--- config.mk ---
export PLATFORM = sky130hd
export DESIGN_NAME = proc_feeder
export DESIGN_NICKNAME = d
export VERILOG_FILES = /design/src/rtl/proc_feeder.sv
export SDC_FILE = /design/constraint.sdc
export NUM_CORES = 1
export LEC_CHECK = 0
export ABC_AREA = 1
export CAP_MARGIN = 25
export CORE_MARGIN = 1.5
export CORE_UTILIZATION = 57
export CTS_BUF_LIST = sky130_fd_sc_hd__clkbuf_8
export DETAILED_ROUTE_END_ITERATION = 8
export PLACE_DENSITY_LB_ADDON = 0.3
export SLEW_MARGIN = 20
export SYNTH_ARGS = -nofsm -noshare
export SYNTH_HDL_FRONTEND = slang
export SYNTH_SLANG_ARGS = --single-unit
--- constraint.sdc ---
create_clock -name Clock -period 1.7 [get_ports Clock]
set_input_delay 0.34 -clock Clock [delete_from_list [all_inputs] [get_ports Clock]]
set_output_delay 0.34 -clock Clock [all_outputs]
set_load 0.01 [all_outputs]
--- src/rtl/proc_feeder.sv ---
// rtl/proc_feeder.sv - instruction-issue sequencer between program ROM and processor
//
// Purpose:
//   Fetches 16-bit words from a synchronous program ROM and feeds them to the
//   processor. Each instruction is announced with a one-cycle Run pulse. For
//   MVI the immediate word follows on DIN in the next cycle. The sequencer then
//   waits for Done before fetching the next instruction. HALT_WORD stops issue.
//   A missing Done raises a sticky Error and halts.
//
// Ports:
//   Clock    in   1       system clock, rising edge
//   Resetn   in   1       asynchronous active-low reset
//   Go       in   1       start/restart request, sampled in IDLE and HALTED only
//   MemAddr  out  ADDR_W  ROM address; ROM returns MemQ one cycle later
//   MemQ     in   16      ROM read data
//   DIN      out  16      instruction or immediate word to the processor
//   Run      out  1       one-cycle pulse marking the instruction cycle on DIN
//   Done     in   1       processor completion, honoured in DATA and WAIT_DONE
//   Halted   out  1       high while halted
//   Error    out  1       sticky Done-timeout flag, cleared by a restart
//   Retired  out  8       count of completed instructions, wraps at 255

module proc_feeder #(
  parameter int          ADDR_W    = 5,
  parameter int          TIMEOUT   = 8,
  parameter logic [15:0] HALT_WORD = 16'hFFFF
) (
  input  logic              Clock,
  input  logic              Resetn,
  input  logic              Go,
  output logic [ADDR_W-1:0] MemAddr,
  input  logic [15:0]       MemQ,
  output logic [15:0]       DIN,
  output logic              Run,
  input  logic              Done,
  output logic              Halted,
  output logic              Error,
  output logic [7:0]        Retired
);

  localparam logic [2:0]        OP_MVI   = 3'd1;
  localparam int                CNT_W    = (TIMEOUT > 1) ? $clog2(TIMEOUT) : 1;
  localparam logic [CNT_W-1:0]  CNT_LAST = CNT_W'(TIMEOUT - 1);
  localparam logic [CNT_W-1:0]  CNT_ONE  = CNT_W'(1);
  localparam logic [ADDR_W-1:0] PC_ONE   = ADDR_W'(1);

  typedef enum logic [2:0] {
    S_IDLE,
    S_FETCH_I,
    S_LATCH_I,
    S_LATCH_D,
    S_ISSUE,
    S_DATA,
    S_WAIT_DONE,
    S_HALTED
  } state_t;

  state_t            state;
  logic [ADDR_W-1:0] pc;
  logic [15:0]       instr;
  logic [15:0]       imm;
  logic              is_mvi;
  logic [CNT_W-1:0]  cnt;

  always_ff @(posedge Clock or negedge Resetn) begin
    if (!Resetn) begin
      state   <= S_IDLE;
      pc      <= '0;
      instr   <= '0;
      imm     <= '0;
      is_mvi  <= 1'b0;
      cnt     <= '0;
      MemAddr <= '0;
      DIN     <= '0;
      Run     <= 1'b0;
      Halted  <= 1'b0;
      Error   <= 1'b0;
      Retired <= '0;
    end else begin
      // Run is high only for the single cycle spent in ISSUE.
      Run <= 1'b0;

      case (state)
        S_IDLE: begin
          if (Go) begin
            MemAddr <= pc;
            state   <= S_FETCH_I;
          end
        end

        S_FETCH_I: begin
          // The ROM captures the instruction address at the end of this
          // cycle, so the address of the following word can already be put
          // out for a possible MVI immediate fetch during LATCH_I.
          MemAddr <= pc + PC_ONE;
          state   <= S_LATCH_I;
        end

        S_LATCH_I: begin
          if (MemQ == HALT_WORD) begin
            Halted <= 1'b1;
            state  <= S_HALTED;
          end else begin
            instr  <= MemQ;
            pc     <= pc + PC_ONE;
            is_mvi <= (MemQ[8:6] == OP_MVI);
            if (MemQ[8:6] == OP_MVI) begin
              state <= S_LATCH_D;
            end else begin
              Run   <= 1'b1;
              DIN   <= MemQ;
              state <= S_ISSUE;
            end
          end
        end

        S_LATCH_D: begin
          // The immediate is data, never checked against HALT_WORD.
          imm   <= MemQ;
          pc    <= pc + PC_ONE;
          Run   <= 1'b1;
          DIN   <= instr;
          state <= S_ISSUE;
        end

        S_ISSUE: begin
          DIN   <= is_mvi ? imm : instr;
          cnt   <= '0;
          state <= S_DATA;
        end

        S_DATA: begin
          if (Done) begin
            Retired <= Retired + 8'd1;
            MemAddr <= pc;
            state   <= S_FETCH_I;
          end else begin
            state <= S_WAIT_DONE;
          end
        end

        S_WAIT_DONE: begin
          // Done is still honoured in the last counted cycle; the timeout
          // fires only when that cycle also passes without it.
          if (Done) begin
            Retired <= Retired + 8'd1;
            MemAddr <= pc;
            state   <= S_FETCH_I;
          end else if (cnt == CNT_LAST) begin
            Error  <= 1'b1;
            Halted <= 1'b1;
            state  <= S_HALTED;
          end else begin
            cnt <= cnt + CNT_ONE;
          end
        end

        S_HALTED: begin
          if (Go) begin
            pc      <= '0;
            MemAddr <= '0;
            Error   <= 1'b0;
            Halted  <= 1'b0;
            state   <= S_FETCH_I;
          end
        end

        default: state <= S_IDLE;
      endcase
    end
  end

endmodule

# Yosys cells after proc, flatten, opt, wreduce, memory -nomap -nowiden
# Cells that the tools add are included.
[word_totals]
input_bits = 20
regBits = 76
out_inout_bits = 32
wordCells = 84
[classes]
eq_ne = 21
n_addsub = 3
n_reduce_logical = 18
bitwise_logic = 1
muxes = 29
[op_table]
columns = ["op", "count"]
rows = [
  ["$mux 16", 3],
  ["$pmux 16 s3", 1],
  ["$mux 3", 8],
  ["$pmux 3 s7", 1],
  ["$mux 5", 4],
  ["$pmux 5 s4", 1],
  ["$eq 16x16->1 const B", 1],
  ["$ne 2x2->1 const B", 8],
  ["$eq 3x3->1 const B", 5],
  ["$pmux 5 s3", 1],
  ["$reduce_and 3->1", 3],
  ["$reduce_bool 3->1", 3],
  ["$add 8x1->8 const B", 1],
  ["$reduce_and 4->1", 2],
  ["$eq 3x1->1 const B", 2],
  ["$eq 3x2->1 const B", 2],
  ["$mux 1", 6],
  ["$pmux 3 s2", 1],
  ["$reduce_and 2->1", 3],
  ["$add 5x1->5 const B", 1],
  ["$reduce_and 5->1", 1],
  ["$ne 2x1->1 const B", 2],
  ["$pmux 1 s2", 2],
  ["$reduce_bool 2->1", 2],
  ["other kinds (7)", 8],
]

# Longest topological paths before layout
[depth]
depth_word = 4
mapped_depth = 10
mapped_depth_nobuf = 9

# Least setup slack after synthesis
# OpenSTA, ideal clock, no wires.
[synth_path]
kind = "reg2reg"
from = "register state[2]"
to = "register DIN[0]"
setup_ns = 0.117
setup_slack_ns = 0.257
n_path_buf = 2
path_stages_with_launch = 11
arrival_ns = 1.325
required_ns = 1.583
cell_sequence = "dfrtp_1 buf_2 inv_2 nand2_2 nor2_4 nand2_2 nand2_8 nand2_4 buf_6 nand2_1 nand2_1"
[synth_via]
elab_chain_cells = 3
[synth_rtl]
columns = ["item", "line_no", "source"]
rows = [
  ["from (decl)", "58", "state_t state;"],
  ["from (signal assigned)", "67", "state <= S_IDLE;"],
  ["from (signal assigned)", "87", "state <= S_FETCH_I;"],
  ["from (signal assigned)", "96", "state <= S_LATCH_I;"],
  ["$eq 3x2->1 / $eq 3x3->1 (equally long branches)", "83", "case (state)"],
  ["$ne 2x2->1 (no source line) / $reduce_bool 3->1 (equally long branches)", "--", ""],
  ["$reduce_and 3->1 (no source line)", "--", ""],
  ["to (signal assigned)", "111", "DIN <= MemQ;"],
  ["to (signal assigned)", "122", "DIN <= instr;"],
  ["to (signal assigned)", "127", "DIN <= is_mvi ? imm : instr;"],
  ["to (decl)", "33", "output logic [15:0] DIN,"],
]
# Parallel ways exist; a longest one is shown, timed or not.
# A chain may end at the register's enable or synchronous reset.

# Worst setup path in the final report
[layout_path]
from = "register Retired[3]"
to = "output port Retired[3]"
[layout_rtl]
columns = ["item", "line_no", "source"]
rows = [
  ["from (decl)", "38", "output logic [7:0] Retired"],
  ["from (signal assigned)", "134", "Retired <= Retired + 8'd1;"],
  ["from (signal assigned)", "146", "Retired <= Retired + 8'd1;"],
]
# No word-level cell between the ends.

==> run metrics <==
outcome completed; first-pass GRT wire length ~16 mm; number of remaining DRC errors 0; Top FF cell, synth dfrtp_1; syn nets between 500 and 600; Commonest cells post-synth nand2_1 (244), dfrtp_1 (76), o21ai_0 (44); Antenna Nets Post-Route 0; Synth Area in XOR/XNOR 0.0223; via-per-instance ratio around 5.2; Final Cycle Share 0.971; I/O pin count 52; CTS buffer count 9; Finish-stage setup viols 0; largest net degree at the start of global routing 36; Post-Synth Simple-Gate Area 0.346; GPL Wtd Cong about 0.89; Die Width about 86 microns; H-tree Lvls 3; mux contribution to synthesized area 0; CP delay by family, top buffers and inverters; arrival time at the worst endpoint 1310 ps; Post-synth EDFFs 0; nets roughly 630; hold path startpoint Halted$_DFFE_PN0P_; Mean Syn Cell Area 7.48 sq um; slowest stage cell, crit path clkdlybuf4s50_1; Final Non-Filler Cells approximately 690; Worst Path Max Fanout 4; Ant. Diodes 0; worst hold path type reg2reg; Synth Area in Adders 0.0127; vias in the first global route 3533; Fmax approximately 610 MHz; post-DP HPWL 6.62 mm; pwr/cell area approximately 1700 nW/um^2; TritonCTS clock tree done; Cells after DPL 675; count of final hold-check violations 0; clk buf depth 2; largest family of logic cells by synthesized area simple AND/OR/NAND/NOR gates; Relative slew margins 0.666; crit path capture type output port; initial core utilization 0.585; final WL between 9 and 10 mm; Worst Setup Path Type reg2out; setup slack after layout about 50 ps; critical path's largest stage delay between 500 and 600 ps; share of cells above drive strength 1 0.116; count of different cell masters after synthesis 27; clock root cell clkbuf_8; total track usage 0.272; vias between 3000 and 4000; Total Power between 0.008 and 0.009 W; initial antenna violation count 0; Synth top area share 0.484; Num Clock Sinks 76; Leakage 2.59 nW; launch point of the worst path Retired[3]$_DFFE_PN0P_; maximum VDD drop between 0.9 and 1 mV; DR WL/cell 13.7 microns; Layout fillers about 520; Synth Area in Compound Gates 0.0717; Synth area leaders dfrtp_1 (48%), nand2_1 (23%), o21ai_0 (5.6%); RSZ-0062 raised after global routing false; Clock Skew 6.11 ps; Synth warnings 0; cell taking the most area after synthesis dfrtp_1; Pre-antenna DRT Iters 5; ys async rst share 1.00; # Max-Cap Violations 0; Setup TNS 0 ps; core area around 6700 sq um; Syn-to-layout area delta 25.8%; sequential fraction of the synthesis area 0.484; crit-path cells clkdlybuf4s50_1; Mapped Cells around 530; number of synthesized register bits 76; pre-CTS setup slack -206 ps; CP Buf/Inv Count 1; Overflow after GRT 0; Setup crit start kind flip-flop; DIE AREA around 7400 sq um; Tmin final 1650 ps; IO buf count a little over 50; Clock Latency Late Sink about 340 ps; Die Span Y between 80 and 90 microns; top-count cell post-synth nand2_1; Crit Reg-Reg Startpoint state[1]$_DFFE_PN0P_; Syn Std Cell Area between 3000 and 4000 sq um; measured slew at the worst slew-check pin roughly 500 ps; Slew Limit Fails 0; CTS clk-pin slew, worst paths roughly 70 ps; 1st-iter DRT viols roughly 240; row count 30; Required @ worst endpoint ~1400 ps
## per-layer routing
metal | up-vias | wire length (microns) | track usage
li1 | 1804 | - | -
met1 | 1701 | 4090 | 0.344
met2 | 115 | 4840 | 0.482
met3 | 15 | 490 | 0.0452
met4 | 0 | 104 | 0.0777
met5 | - | 0 | 0
## registers in the layout (all words and copies together) (netlist names), 3 cells and up
name,count
pc,5
cnt,3
instr,16
state,3
Retired,8
MemAddr,5
imm,16
DIN,16
## worst paths after layout
check / to / slack [ps] / cells past startpoint
max in group asynchronous: Retired[4]$_DFFE_PN0P_ / 660 / 3
min in group asynchronous: imm[12]$_DFFE_PN0N_ / 500 / 2
min: Halted$_DFFE_PN0P_ / 480 / 2
max reg2reg: DIN[4]$_DFFE_PN0P_ / 100 / 7
min reg2reg: Halted$_DFFE_PN0P_ / 480 / 2
max: Retired[3] / 50 / 1
## kinds of logic after synthesis
kind of cell	after synthesis
DFF	76
adders and majority gates	4
buffers and inverters	58
xor gates and xnor gates	10
and+or+nand+nor	324
AOI/OAI and AO/OA	53
## power by group
group	internal [W]	total [W]	switching, W	leakage (nW)
combinational	0.00178	0.00424	0.00247	1.54
sequential	0.00262	0.00321	0.000589	0.957
clock	0.000545	0.00117	0.000623	0.101
## cell type report
type | instances | area (sq um) | share of cell area
Tap cell | 80 | 100 | 0.0202
Timing Repair Buffer | 90 | 841 | 0.170
Multi-Input combinational cell | 391 | 1790 | 0.361
Inverter | 40 | 150 | 0.0304
Clock inverter | 6 | 25.0 | 0.00506
Clock buffer | 10 | 138 | 0.0278
Sequential cell | 76 | 1900 | 0.385
## placed cells by master (no fill, tap or decap), types with 3 or more instances in the layout
cell and n:
ha_1 4, o21ai_0 44, clkdlybuf4s50_1 50, a21oi_1 3
inv_1 41, nand2_2 7, nand2_1 242, nand3_1 42
inv_2 3, clkbuf_8 10, dfrtp_1 74, nor2_1 23
xnor2_1 6, buf_12 3, buf_4 36, xor2_1 4
## metrics by stage
step | util | cell area [sq um] | hold slack [ps]
floorplan | - | 3930 | 44.4
global placement | 0.707 | 4750 | 328
detailed placement | 0.707 | 4750 | 341
CTS | 0.733 | 4930 | 484
global route | 0.736 | 4940 | 504
finish | 0.736 | 4940 | 477
## repair_timing
action                                  in CTS  in global routing
endpoints found under the setup margin       0                 11
resized for setup                            0                  5
endpoints found under the hold margin       30                  0
buffers inserted                             0                  1
hold buffers                                 1                  0
No activity file was read; power rests on OpenSTA's default activity.
